### src/rtl/lock_bank_pkg.sv
`default_nettype none
// ============================================================================
// Module   : lock_bank_pkg
// Purpose  : Shared state encoding and counter sizing for the lock bank.
// Revision : 1.0 - initial release
// ============================================================================
package lock_bank_pkg;

    typedef enum logic [1:0] {
        IDLE     = 2'd0,
        LOCKED   = 2'd1,
        COOLDOWN = 2'd2
    } lock_state_t;

    // One counter serves both hold and cooldown, so size it for the larger one.
    function automatic int cnt_width(input int hold_cycles, input int cool_cycles);
        int max_cycles;
        int width;
        max_cycles = (hold_cycles > cool_cycles) ? hold_cycles : cool_cycles;
        width      = $clog2(max_cycles + 1);
        return (width < 1) ? 1 : width;
    endfunction

endpackage
`default_nettype wire

### src/rtl/lock_channel.sv
`default_nettype none
// ============================================================================
// Module   : lock_channel
// Purpose  : One lock channel: IDLE/LOCKED/COOLDOWN FSM with shared down-counter.
//            Define LOCK_EDGE_EN to qualify set on its rising edge only.
// Revision : 1.0 - initial release
// ============================================================================
module lock_channel
    import lock_bank_pkg::*;
#(
    parameter int HOLD_CYCLES = 0,
    parameter int COOL_CYCLES = 0,
    parameter int RETRIGGER   = 0
) (
    input  logic pclk,
    input  logic rst,
    input  logic set_in,
    input  logic clr_in,
    output logic locked_out,
    output logic busy_out,
    output logic release_out,
    output logic locked_next_out
);

    localparam int c_cnt_w = cnt_width(HOLD_CYCLES, COOL_CYCLES);

    localparam logic [c_cnt_w-1:0] c_hold_load =
        (HOLD_CYCLES > 0) ? c_cnt_w'(HOLD_CYCLES - 1) : '0;
    localparam logic [c_cnt_w-1:0] c_cool_load =
        (COOL_CYCLES > 0) ? c_cnt_w'(COOL_CYCLES - 1) : '0;
    localparam logic [c_cnt_w-1:0] c_one = c_cnt_w'(1);

    lock_state_t          r_state;
    lock_state_t          w_state_nxt;
    logic [c_cnt_w-1:0]   r_cnt;
    logic [c_cnt_w-1:0]   w_cnt_nxt;
    logic                 w_set_qual;
    logic                 w_exit;
    logic                 r_locked;
    logic                 r_busy;
    logic                 r_release;

`ifdef LOCK_EDGE_EN
    logic r_set_q;

    always_ff @(posedge pclk) begin
        if (rst) begin
            r_set_q <= 1'b0;
        end else begin
            r_set_q <= set_in;
        end
    end

    assign w_set_qual = set_in & ~r_set_q;
`else
    assign w_set_qual = set_in;
`endif

    always_comb begin
        w_state_nxt = r_state;
        w_cnt_nxt   = r_cnt;
        w_exit      = 1'b0;
        case (r_state)
            IDLE: begin
                if (w_set_qual && !clr_in) begin
                    w_state_nxt = LOCKED;
                    w_cnt_nxt   = c_hold_load;
                end
            end
            LOCKED: begin
                if (clr_in) begin
                    w_exit = 1'b1;
                end else if (HOLD_CYCLES > 0) begin
                    // A retrigger restarts the full hold, even on the final cycle.
                    if (w_set_qual && (RETRIGGER != 0)) begin
                        w_cnt_nxt = c_hold_load;
                    end else if (r_cnt == '0) begin
                        w_exit = 1'b1;
                    end else begin
                        w_cnt_nxt = r_cnt - c_one;
                    end
                end
                if (w_exit) begin
                    if (COOL_CYCLES > 0) begin
                        w_state_nxt = COOLDOWN;
                        w_cnt_nxt   = c_cool_load;
                    end else begin
                        w_state_nxt = IDLE;
                        w_cnt_nxt   = '0;
                    end
                end
            end
            COOLDOWN: begin
                if (r_cnt == '0) begin
                    w_state_nxt = IDLE;
                    w_cnt_nxt   = '0;
                end else begin
                    w_cnt_nxt = r_cnt - c_one;
                end
            end
            default: begin
                w_state_nxt = IDLE;
                w_cnt_nxt   = '0;
            end
        endcase
    end

    always_ff @(posedge pclk) begin
        if (rst) begin
            r_state   <= IDLE;
            r_cnt     <= '0;
            r_locked  <= 1'b0;
            r_busy    <= 1'b0;
            r_release <= 1'b0;
        end else begin
            r_state   <= w_state_nxt;
            r_cnt     <= w_cnt_nxt;
            r_locked  <= (w_state_nxt == LOCKED);
            r_busy    <= (w_state_nxt != IDLE);
            r_release <= w_exit;
        end
    end

    assign locked_out      = r_locked;
    assign busy_out        = r_busy;
    assign release_out     = r_release;
    assign locked_next_out = (w_state_nxt == LOCKED) && !rst;

endmodule
`default_nettype wire

### src/rtl/lock_bank.sv
`default_nettype none
// ============================================================================
// Module   : lock_bank
// Purpose  : CH independent lock channels with optional hold timeout/cooldown.
//            Define LOCK_EDGE_EN for rising-edge set qualification.
// Revision : 1.0 - initial release
// ============================================================================
module lock_bank
    import lock_bank_pkg::*;
#(
    parameter int CH          = 4,
    parameter int HOLD_CYCLES = 0,
    parameter int COOL_CYCLES = 0,
    parameter int RETRIGGER   = 0
) (
    input  logic          pclk,
    input  logic          rst,
    input  logic [CH-1:0] set_in,
    input  logic [CH-1:0] clr_in,
    output logic [CH-1:0] locked_out,
    output logic [CH-1:0] busy_out,
    output logic [CH-1:0] release_out,
    output logic          any_locked
);

    logic [CH-1:0] w_locked_nxt;
    logic          r_any_locked;

    for (genvar g = 0; g < CH; g++) begin : g_ch
        lock_channel #(
            .HOLD_CYCLES (HOLD_CYCLES),
            .COOL_CYCLES (COOL_CYCLES),
            .RETRIGGER   (RETRIGGER)
        ) u_channel (
            .pclk            (pclk),
            .rst             (rst),
            .set_in          (set_in[g]),
            .clr_in          (clr_in[g]),
            .locked_out      (locked_out[g]),
            .busy_out        (busy_out[g]),
            .release_out     (release_out[g]),
            .locked_next_out (w_locked_nxt[g])
        );
    end

    // Built from next states so it lines up with locked_out in the same cycle.
    always_ff @(posedge pclk) begin
        if (rst) begin
            r_any_locked <= 1'b0;
        end else begin
            r_any_locked <= |w_locked_nxt;
        end
    end

    assign any_locked = r_any_locked;

endmodule
`default_nettype wire

### config.mk
export PLATFORM = sky130hd
export DESIGN_NAME = lock_bank
export DESIGN_NICKNAME = d
export VERILOG_FILES = /design/src/rtl/lock_bank_pkg.sv /design/src/rtl/lock_channel.sv /design/src/rtl/lock_bank.sv
export SDC_FILE = /design/constraint.sdc
export NUM_CORES = 1
export LEC_CHECK = 0
export CELL_PAD_IN_SITES_DETAIL_PLACEMENT = 1
export CELL_PAD_IN_SITES_GLOBAL_PLACEMENT = 1
export CORE_ASPECT_RATIO = 1.1
export CORE_UTILIZATION = 41
export CTS_CLUSTER_SIZE = 28
export DETAILED_ROUTE_END_ITERATION = 10
export DONT_BUFFER_PORTS = 1
export GPL_TIMING_DRIVEN = 1
export PLACE_DENSITY = 0.69
export SYNTH_ARGS = -nofsm -noshare
export SYNTH_HDL_FRONTEND = slang
export SYNTH_SLANG_ARGS = --single-unit
### constraint.sdc
create_clock -name pclk -period 2.7 [get_ports pclk]
set_input_delay 0.54 -clock pclk [delete_from_list [all_inputs] [get_ports pclk]]
set_output_delay 0.54 -clock pclk [all_outputs]
set_load 0.005 [all_outputs]
==> summary.md, run 1 <==
| Metric | Value |
|---|---|
| Nets | `65` |
| Minimum clock period | `1190 ps` |
| Via density | `5.17` |
| CTS tree | `done` |
| Final hold violation count | `0` |
| Setup CP Type | `register to output port` |
| Non-Filler Instances | `70` |
| Register area share after synthesis | `0.625` |
| Multi-input logic area | `164 um2` |
| Root Driver | `clkbuf_4` |
| GRT Total Usage | `0.132` |
| Clock Latency Late Sink | `290 ps` |
| R2R Setup Slk | `1530 ps` |
| Status | `finished, final reports clean` |
| Per-cell routed wire length | `12.7 um` |
| First-pass GRT wire length | `1.50 mm` |
| Maximum vdd drop | `0.000297 V` |
| Clk pin slew, worst setup/hold paths | `110 ps` |
| Hold WC Path Type | `input port to register` |
| Clk buf depth | `2` |
| Setup crit start | `g_ch[0].u_channel.release_out` |
| Reg2Reg Launch Point | `g_ch[2].u_channel.r_state[0]` |
| Setup bufs post-CTS | `0` |
| Setup TNS | `0 ps` |
| Sequential cell area | `420 um2` |
| P&R area growth vs syn | `-6.32%` |
| Initial antenna violation count | `0` |
| Antenna-violating nets left | `0` |
| Post_cts resized | `0` |
| RSZ-0062 raised after global routing | `no` |
| Routed WL | `887 um` |
| Seq cells post-synth | `21` |
| Max FO, Critical Path | `1` |
| Syn avg cell area | `11.0 um2` |
| Startpoint types | `register` |
| Max Fclk | `844 MHz` |
| Gate Count Post-Synth | `61` |
| Synth cell types | `12` |
| Core area | `0.00145 mm2` |
| Clk_skew | `3.67 ps` |
| Warnings, synthesis | `0` |
| Crit. path cell count | `0` |
| DRC | `0` |
| Synthesized area | `673 um2` |
| Crit path to | `release_out[0]` |
| GPL Wtd Cong | `0.604` |
| # IOs | `23` |
| Initial DRC count | `1` |
| Initial core utilization | `0.463` |
| Post-DP HPWL | `649 um` |
| Largest net degree at the start of global routing | `17` |
| Fraction of layout cells with a size suffix above 1 | `0.111` |
| Period utilization | `0.439` |
| Max-cap violations | `0` |
| P per Cell Area | `763 mW/mm2` |
| CTS Hold Buffers Added | `0` |
| CP Capture Type | `output port` |
| R2r worst-path depth | `3` |
| Clock Sinks | `21` |
| Final setup fails | `0` |
| Grt ovf | `0` |
| Vias in the first global route | `362` |
| Critical Path AT | `650 ps` |
| Num CTS Buffers | `3` |
| Die Y | `44.5 um` |
| Port-buffer cells | `0` |
| Max-slew violations | `0` |
| Die area | `0.00181 mm2` |
| Drt first pass iters | `2` |
| Leakage | `0.228 nW` |
| Cell Rows | `14` |
| Worst path required time | `2160 ps` |
| Via count | `362` |
| Overall die width | `40.6 um` |
| H-Tree Level Count | `1` |
| R2r endpoint | `any_locked` |
| Filler cells | `175` |
| Inst Count DP | `66` |
| # diodes | `0` |
==> power breakdown <==
group	total [mW]	internal, mW	switching, mW
Clock	0.144	0.0574	0.0864
Combinational	0.0109	0.00514	0.00573
Sequential	0.327	0.320	0.00650
==> cells in the final DEF (no fill, tap or decap) <==
cell type and count:
clkbuf_1 1, clkbuf_4 3, conb_1 4, dfxtp_1 21, nand2_1 4, nor2_1 2, nor2_2 1, nor2_4 1
nor3_1 4, nor4_1 11, nor4_2 1, or4_1 1
==> registers in the layout (all words and copies together) (netlist names) <==
register                    cells
g_ch.u_channel.r_state          8
g_ch.u_channel.busy_out         4
g_ch.u_channel.locked_out       4
g_ch.u_channel.release_out      4
any_locked                      1
==> layout make-up <==
cell class,count,area share
multi-input cells,29,0.260
well taps,16,0.0317
clock buffers,4,0.0417
flip-flops and latches,21,0.667
==> worst min-delay path by stage <==
| stage | from | to | slack (ps) | cells after the start |
|---|---|---|---|---|
| 6_report | clr_in[1] | g_ch[1].u_channel.busy_out | 300 | 1 |
| 5_1_grt | clr_in[1] | g_ch[1].u_channel.busy_out | 280 | 1 |
| 4_1_cts | clr_in[1] | g_ch[1].u_channel.busy_out | 290 | 1 |
| 3_5_place_dp | g_ch[3].u_channel.r_state[0] | g_ch[3].u_channel.release_out | 440 | 2 |
| 3_3_place_gp | g_ch[3].u_channel.r_state[0] | g_ch[3].u_channel.release_out | 430 | 2 |
| 2_1_floorplan | g_ch[2].u_channel.r_state[0] | g_ch[2].u_channel.release_out | 410 | 2 |
==> synthesized netlist by cell type <==
cell type / n / area (um2)
buf_2: 2 / 10.0
buf_4: 12 / 90.1
conb_1: 1 / 3.75
dfxtp_1: 21 / 420
nand2_1: 4 / 15.0
nor2_1: 2 / 7.51
nor2_2: 1 / 6.26
nor2_4: 1 / 11.3
nor3_1: 4 / 20.0
nor4_1: 11 / 68.8
nor4_2: 1 / 12.5
or4_1: 1 / 7.51
==> cell families after synthesis <==
kind of cell,after synthesis,synth area share
flops,21,0.625
other cells,1,0.00557
simple gates,25,0.221
buf+inv,14,0.149
==> layer usage <==
layer	vias to the layer above	global-route usage	wire (um)
li1	181	-	-
met5	-	0	0
met4	0	0.140	17
met2	15	0.184	429
met1	164	0.144	378
met3	2	0.0402	62
==> per-stage QoR <==
stage	hold WS [ps]	total power [mW]	setup slack, ps	instance area (um2)	util
floorplan	415	0.351	1340	684	-
global placement	432	0.344	1350	604	0.416
detailed placement	438	0.345	1310	604	0.416
CTS	285	0.492	1490	631	0.434
global route	277	0.506	1460	631	0.434
finish	302	0.481	1510	631	0.434
Power figures use the tool's default switching activity.
==> run 2: changes to the inputs <==
Clock period 2.7 ns to 1.2 ns, I/O delays scaled along.
==> run 2 against run 1 <==
Net effect: worst setup slack worse by 1500 ps; global-route usage increased by 2.3 points; first-iteration DRC count grew to 8.0 times the previous value; total power grew 130%; non-clock buffer count is 9 higher; clock skew about the same; sequential cell count stayed put; die area is the same; sequential share of layout area down 7.9 points; wire length rose by 26%; critical path type is now register to register; critical endpoint is now g_ch[3].u_channel.release_out; largest cell class unchanged.
==> summary.md, run 2 (synthesis gave the netlist of run 1 again) <==
| Metric | Value |
|---|---|
| Status | `finished, final reports clean (unchanged)` |
| Setup TNS | `0 ps (unchanged)` |
| Hold WC Path Type | `input port to register (unchanged)` |
| Num CTS Buffers | `3 (unchanged)` |
| P per Cell Area | `1530 mW/mm2 (was 763 mW/mm2)` |
| Cell area after layout | `722 um2 (was 631 um2)` |
| GPL Wtd Cong | `0.583 (was 0.604)` |
| # IOs | `23 (unchanged)` |
| Critical-path top delay cell | `dlygate4sd3_1` |
| Worst path required time | `1440 ps (was 2160 ps)` |
| P&R area growth vs syn | `7.25% (was -6.32%)` |
| Leading cell type in the layout, fill and taps excluded | `dfxtp_1 (unchanged)` |
| Biggest register | `g_ch.u_channel.r_state (unchanged)` |
| Crit path cell chain | `nor3_2 -> dlygate4sd3_1` |
| Clk pin slew, worst setup/hold paths | `110 ps (about the same)` |
| Drt first pass iters | `4 (was 2)` |
| Commonest non-fill, non-tap cells in the layout | `18 x dfxtp_1, 11 x nor4_1, 6 x dlygate4sd3_1 (was 21 x dfxtp_1, 11 x nor4_1, 4 x nand2_1, 4 x nor3_1, 4 x conb_1)` |
| First-pass GRT wire length | `1.71 mm (was 1.50 mm)` |
| Period utilization | `0.962` |
| Max-cap violations | `0 (unchanged)` |
| Cell Rows | `14 (unchanged)` |
| Post-DP HPWL | `741 um (was 649 um)` |
| Core area | `0.00145 mm2 (unchanged)` |
| Routed WL | `1.12 mm (was 887 um)` |
| Cell area after placement | `627 um2 (was 604 um2)` |
| CP Capture Type | `register (was output port)` |
| Root Driver | `clkbuf_4 (unchanged)` |
| Max-slew violations | `0 (unchanged)` |
| Setup bufs post-CTS | `0 (unchanged)` |
| RSZ-0062 raised after global routing | `no (unchanged)` |
| Clk_skew | `3.43 ps (was 3.67 ps)` |
| Die Y | `44.5 um (unchanged)` |
| Nets | `74 (was 65)` |
| Minimum clock period | `1150 ps` |
| Maximum vdd drop | `0.000728 V (was 0.000297 V)` |
| H-Tree Level Count | `1 (unchanged)` |
| Via density | `5.11 (was 5.17)` |
| Final hold violation count | `0 (unchanged)` |
| R2R Setup Slk | `50 ps (was 1530 ps)` |
| Grt ovf | `0 (unchanged)` |
| Leakage | `0.278 nW (was 0.228 nW)` |
| Hold Slack | `0.925 ps (was 302 ps)` |
| Clk buf depth | `2 (unchanged)` |
| Final setup fails | `0 (unchanged)` |
| # diodes | `0 (unchanged)` |
| Setup CP Type | `register to register (was register to output port)` |
| Per-cell routed wire length | `14.1 um (was 12.7 um)` |
| Clock Latency Late Sink | `290 ps (about the same)` |
| Initial DRC count | `8 (was 1)` |
| Fraction of layout cells with a size suffix above 1 | `0.206 (was 0.111)` |
| CTS Hold Buffers Added | `6 (was 0)` |
| Startpoint types | `register (unchanged)` |
| Critical Path AT | `1400 ps (was 650 ps)` |
| Via count | `404 (was 362)` |
| Max Fclk | `866 MHz` |
| CP peak stage delay | `570 ps` |
| Vias in the first global route | `421 (was 362)` |
| Max reg flops | `8 (unchanged)` |
| Initial core utilization | `0.463 (unchanged)` |
| Largest net degree at the start of global routing | `17 (unchanged)` |
| CTS tree | `done (unchanged)` |
| Clock Sinks | `21 (unchanged)` |
| Die area | `0.00181 mm2 (unchanged)` |
| Max FO, Critical Path | `4 (was 1)` |
| Overall die width | `40.6 um (unchanged)` |
| Initial antenna violation count | `0 (unchanged)` |
| DRC | `0 (unchanged)` |
| GRT Total Usage | `0.155 (was 0.132)` |
| Port-buffer cells | `0 (unchanged)` |
| Antenna-violating nets left | `0 (unchanged)` |
-- run 2: changes by cell type in the layout (fill, tap and decap cells not counted) --
cell / before / now
buf_4: 0 / 3
dfxtp_1: 21 / 18
dfxtp_2: 0 / 3
dlygate4sd3_1: 0 / 6
nor3_1: 4 / 3
nor3_2: 0 / 1
-- run 2: through the flow --
stage / utilization / power [mW] / setup slack [ps] / std cells
6_report: 0.497 / 1.10 / 45.8 / 79
4_1_cts: 0.491 / 1.12 / 7.88 / 79
2_1_floorplan: - / 0.789 / 97.5 / 64
3_5_place_dp: 0.431 / 0.786 / 21.1 / 69
5_1_grt: 0.497 / 1.17 / 3.52 / 79
3_3_place_gp: 0.431 / 0.784 / 83.3 / 69
-- run 2: worst paths after layout --
check                                    start  depth (start not counted)                       endpoint
setup reg to reg  g_ch[3].u_channel.r_state[1]                          2  g_ch[3].u_channel.release_out
setup / recovery  g_ch[3].u_channel.r_state[1]                          2  g_ch[3].u_channel.release_out
hold reg to reg   g_ch[3].u_channel.r_state[1]                          1   g_ch[3].u_channel.r_state[0]
hold / removal                             rst                          1   g_ch[3].u_channel.r_state[0]
-- run 2: final cells by class --
| cell class | instances | area, um2 |
|---|---|---|
| repair buffers | 9 | 82.6 |
| flip-flops and latches | 21 | 424 |
| multi-input cells | 29 | 169 |
| clock buffers | 4 | 26.3 |
| well taps | 16 | 20.0 |
| fillers | 164 | 732 |
-- run 2: routing by layer --
| metal | vias to the layer above | global-route usage | wire (um) | share of wire |
|---|---|---|---|---|
| li1 | 199 | - | - | - |
| met1 | 188 | 0.127 | 407 | 0.36 |
| met2 | 15 | 0.260 | 607 | 0.54 |
| met3 | 2 | 0.0653 | 82 | 0.073 |
| met4 | 0 | 0.140 | 19 | 0.017 |
| met5 | - | 0 | 0 | 0 |
-- run 2: timing repair --
action	4_1_cts	5_1_grt
resized for setup	0	4
hold endpoints to repair	12	12
setup endpoints to repair	0	2
-- run 2: critical path: cells and delay by family, from the launching register on --
family	cells	cell delay, ps
simple gates	1	180
buf+inv	1	570
flops	1	360
-- run 2: power breakdown --
group / internal, mW / leakage, nW / total (mW) / switching, mW
sequential: 0.721 / 0.173 / 0.737 / 0.0162
combinational: 0.0267 / 0.0898 / 0.0450 / 0.0183
clock: 0.129 / 0.0150 / 0.323 / 0.193
total: 0.877 / 0.278 / 1.10 / 0.228
==> run 3: changes to the inputs <==
Settings changed: PLACE_DENSITY 0.69 to 0.79.
==> run 3 against run 2 <==
Net effect: the run now ends with hold timing left; total power fell by 0.43%; wire length fell by 9.6%; non-clock buffer count shrank 4; die area did not move; clock-buffer cell count is 1 lower; sequential power barely moved; final area shrank 4.7%; cell count decreased by 5.1%; fmax is 0.34% higher; critical endpoint is now any_locked; largest cell class unchanged.
==> summary.md, run 3 (synthesis gave the netlist of run 1 again) <==
| Metric | Value |
|---|---|
| CP Capture Type | `register (unchanged)` |
| Via density | `5.20 (was 5.11)` |
| P&R area growth vs syn | `2.23% (was 7.25%)` |
| Core area | `0.00145 mm2 (unchanged)` |
| Leakage | `0.259 nW (was 0.278 nW)` |
| Port-buffer cells | `0 (unchanged)` |
| Status | `finished, violations left (was finished, final reports clean)` |
| First-pass GRT wire length | `1.65 mm (was 1.71 mm)` |
| Setup bufs post-CTS | `0 (unchanged)` |
| P per Cell Area | `1600 mW/mm2 (was 1530 mW/mm2)` |
| Critical-path top delay cell | `or4_1 (was dlygate4sd3_1)` |
| GRT Total Usage | `0.144 (was 0.155)` |
| Drt first pass iters | `2 (was 4)` |
| R2r worst-path depth | `3 (was 2)` |
| Total Power | `1.10 mW (about the same)` |
| Overall die width | `40.6 um (unchanged)` |
| Clock Latency Late Sink | `300 ps (was 290 ps)` |
| Crit path cell chain | `nor2_4 -> nor4_2 -> or4_1 (was nor3_2 -> dlygate4sd3_1)` |
| # IOs | `23 (unchanged)` |
| DRC | `0 (unchanged)` |
| R2R Setup Slk | `50 ps (about the same)` |
| Max FO, Critical Path | `3 (was 4)` |
| H-Tree Level Count | `1 (unchanged)` |
| Num CTS Buffers | `3 (unchanged)` |
| # diodes | `0 (unchanged)` |
| CTS tree | `done (unchanged)` |
| Minimum clock period | `1150 ps (about the same)` |
| Clock Sinks | `21 (unchanged)` |
| CTS Hold Buffers Added | `5 (was 6)` |
| Setup CP Type | `register to register (unchanged)` |
| Clk_skew | `11.1 ps (was 3.43 ps)` |
| Hold Slack | `-11.4 ps (was 0.925 ps)` |
| Initial DRC count | `5 (was 8)` |
| Max reg flops | `8 (unchanged)` |
| Routed WL | `1.01 mm (was 1.12 mm)` |
| Final setup fails | `0 (unchanged)` |
| Startpoint types | `register (unchanged)` |
| Hold WC Path Type | `input port to register (unchanged)` |
| Initial core utilization | `0.463 (unchanged)` |
| Nets | `70 (was 74)` |
| Per-cell routed wire length | `13.5 um (was 14.1 um)` |
| Maximum vdd drop | `0.000792 V (was 0.000728 V)` |
| GPL Wtd Cong | `0.622 (was 0.583)` |
| CP peak stage delay | `520 ps (was 570 ps)` |
| Die area | `0.00181 mm2 (unchanged)` |
| Clk buf depth | `2 (unchanged)` |
| Worst path required time | `1390 ps (was 1440 ps)` |
| Max-cap violations | `0 (unchanged)` |
| Max Fclk | `869 MHz (was 866 MHz)` |
| Fraction of layout cells with a size suffix above 1 | `0.203 (was 0.206)` |
| Final hold violation count | `6 (was 0)` |
| Critical Path AT | `1340 ps (was 1400 ps)` |
| Biggest register | `g_ch.u_channel.r_state (unchanged)` |
| Period utilization | `0.959 (was 0.962)` |
| Cell Rows | `14 (unchanged)` |
| Largest net degree at the start of global routing | `17 (unchanged)` |
| Commonest non-fill, non-tap cells in the layout | `18 x dfxtp_1, 11 x nor4_1, 4 x nand2_1, 4 x conb_1, 4 x dlygate4sd3_1 (was 18 x dfxtp_1, 11 x nor4_1, 6 x dlygate4sd3_1)` |
| Clk pin slew, worst setup/hold paths | `120 ps (was 110 ps)` |
| Antenna-violating nets left | `0 (unchanged)` |
| Grt ovf | `0 (unchanged)` |
| RSZ-0062 raised after global routing | `yes (was no)` |
| Failing checks | `hold timing` |
| Root Driver | `clkbuf_4 (unchanged)` |
| Initial antenna violation count | `0 (unchanged)` |
| Post-DP HPWL | `688 um (was 741 um)` |
| Leading cell type in the layout, fill and taps excluded | `dfxtp_1 (unchanged)` |
| Via count | `390 (was 404)` |
| Hold path depth | `1 (unchanged)` |
| Vias in the first global route | `407 (was 421)` |
| Die Y | `44.5 um (unchanged)` |
| Max-slew violations | `0 (unchanged)` |
==> run 3: per-stage QoR <==
step / utilization / instance area (um2) / setup TNS (ps) / std cells / setup slack [ps]
floorplan: - / 684 / 0 / 64 / 97.5
global placement: 0.421 / 612 / 0 / 67 / 61.3
detailed placement: 0.421 / 612 / 0 / 67 / 34.3
CTS: 0.474 / 689 / 0 / 76 / 16.4
global route: 0.473 / 688 / -17.6 / 75 / -14.8
finish: 0.473 / 688 / 0 / 75 / 49.7
==> run 3: timing repair <==
item                       4_1_cts  5_1_grt
hold endpoints to repair        14       11
gates resized for setup          0        4
setup endpoints to repair        0        4
==> run 3: critical path, delay by kind of cell (launching register included) <==
kind             cells  cell delay [ps]
and+or+nand+nor      3              680
DFF                  1              360
==> run 3: final timing paths <==
| path | start | to |
|---|---|---|
| worst max register to register | g_ch[0].u_channel.r_state[0] | any_locked |
| worst min register to register | g_ch[3].u_channel.r_state[0] | g_ch[3].u_channel.release_out |
| worst min-delay path | clr_in[0] | g_ch[0].u_channel.r_state[0] |
| worst max-delay path | g_ch[0].u_channel.r_state[0] | any_locked |
==> run 3: cell type report <==
| class | count | area (um2) |
|---|---|---|
| sequential | 21 | 424 |
| multi-input combinational | 29 | 169 |
| fill | 166 | 766 |
| timing repair buffer | 5 | 47.5 |
| clock inverter | 1 | 5.00 |
| clock buffer | 3 | 22.5 |
| tap | 16 | 20.0 |
==> run 3: where the power goes <==
group	switching [mW]	total, mW	internal, mW	leakage, nW
Clock	0.204	0.328	0.124	0.0177
Sequential	0.0157	0.736	0.721	0.173
Combinational	0.0156	0.0352	0.0196	0.0683
Total	0.236	1.10	0.864	0.259
==> run 3: metal layers <==
layer,vias up,wire length [um],global-route usage
met5,-,0,0
met4,0,15,0.140
met3,2,76,0.0402
met2,16,471,0.210
met1,178,446,0.160
li1,194,-,-
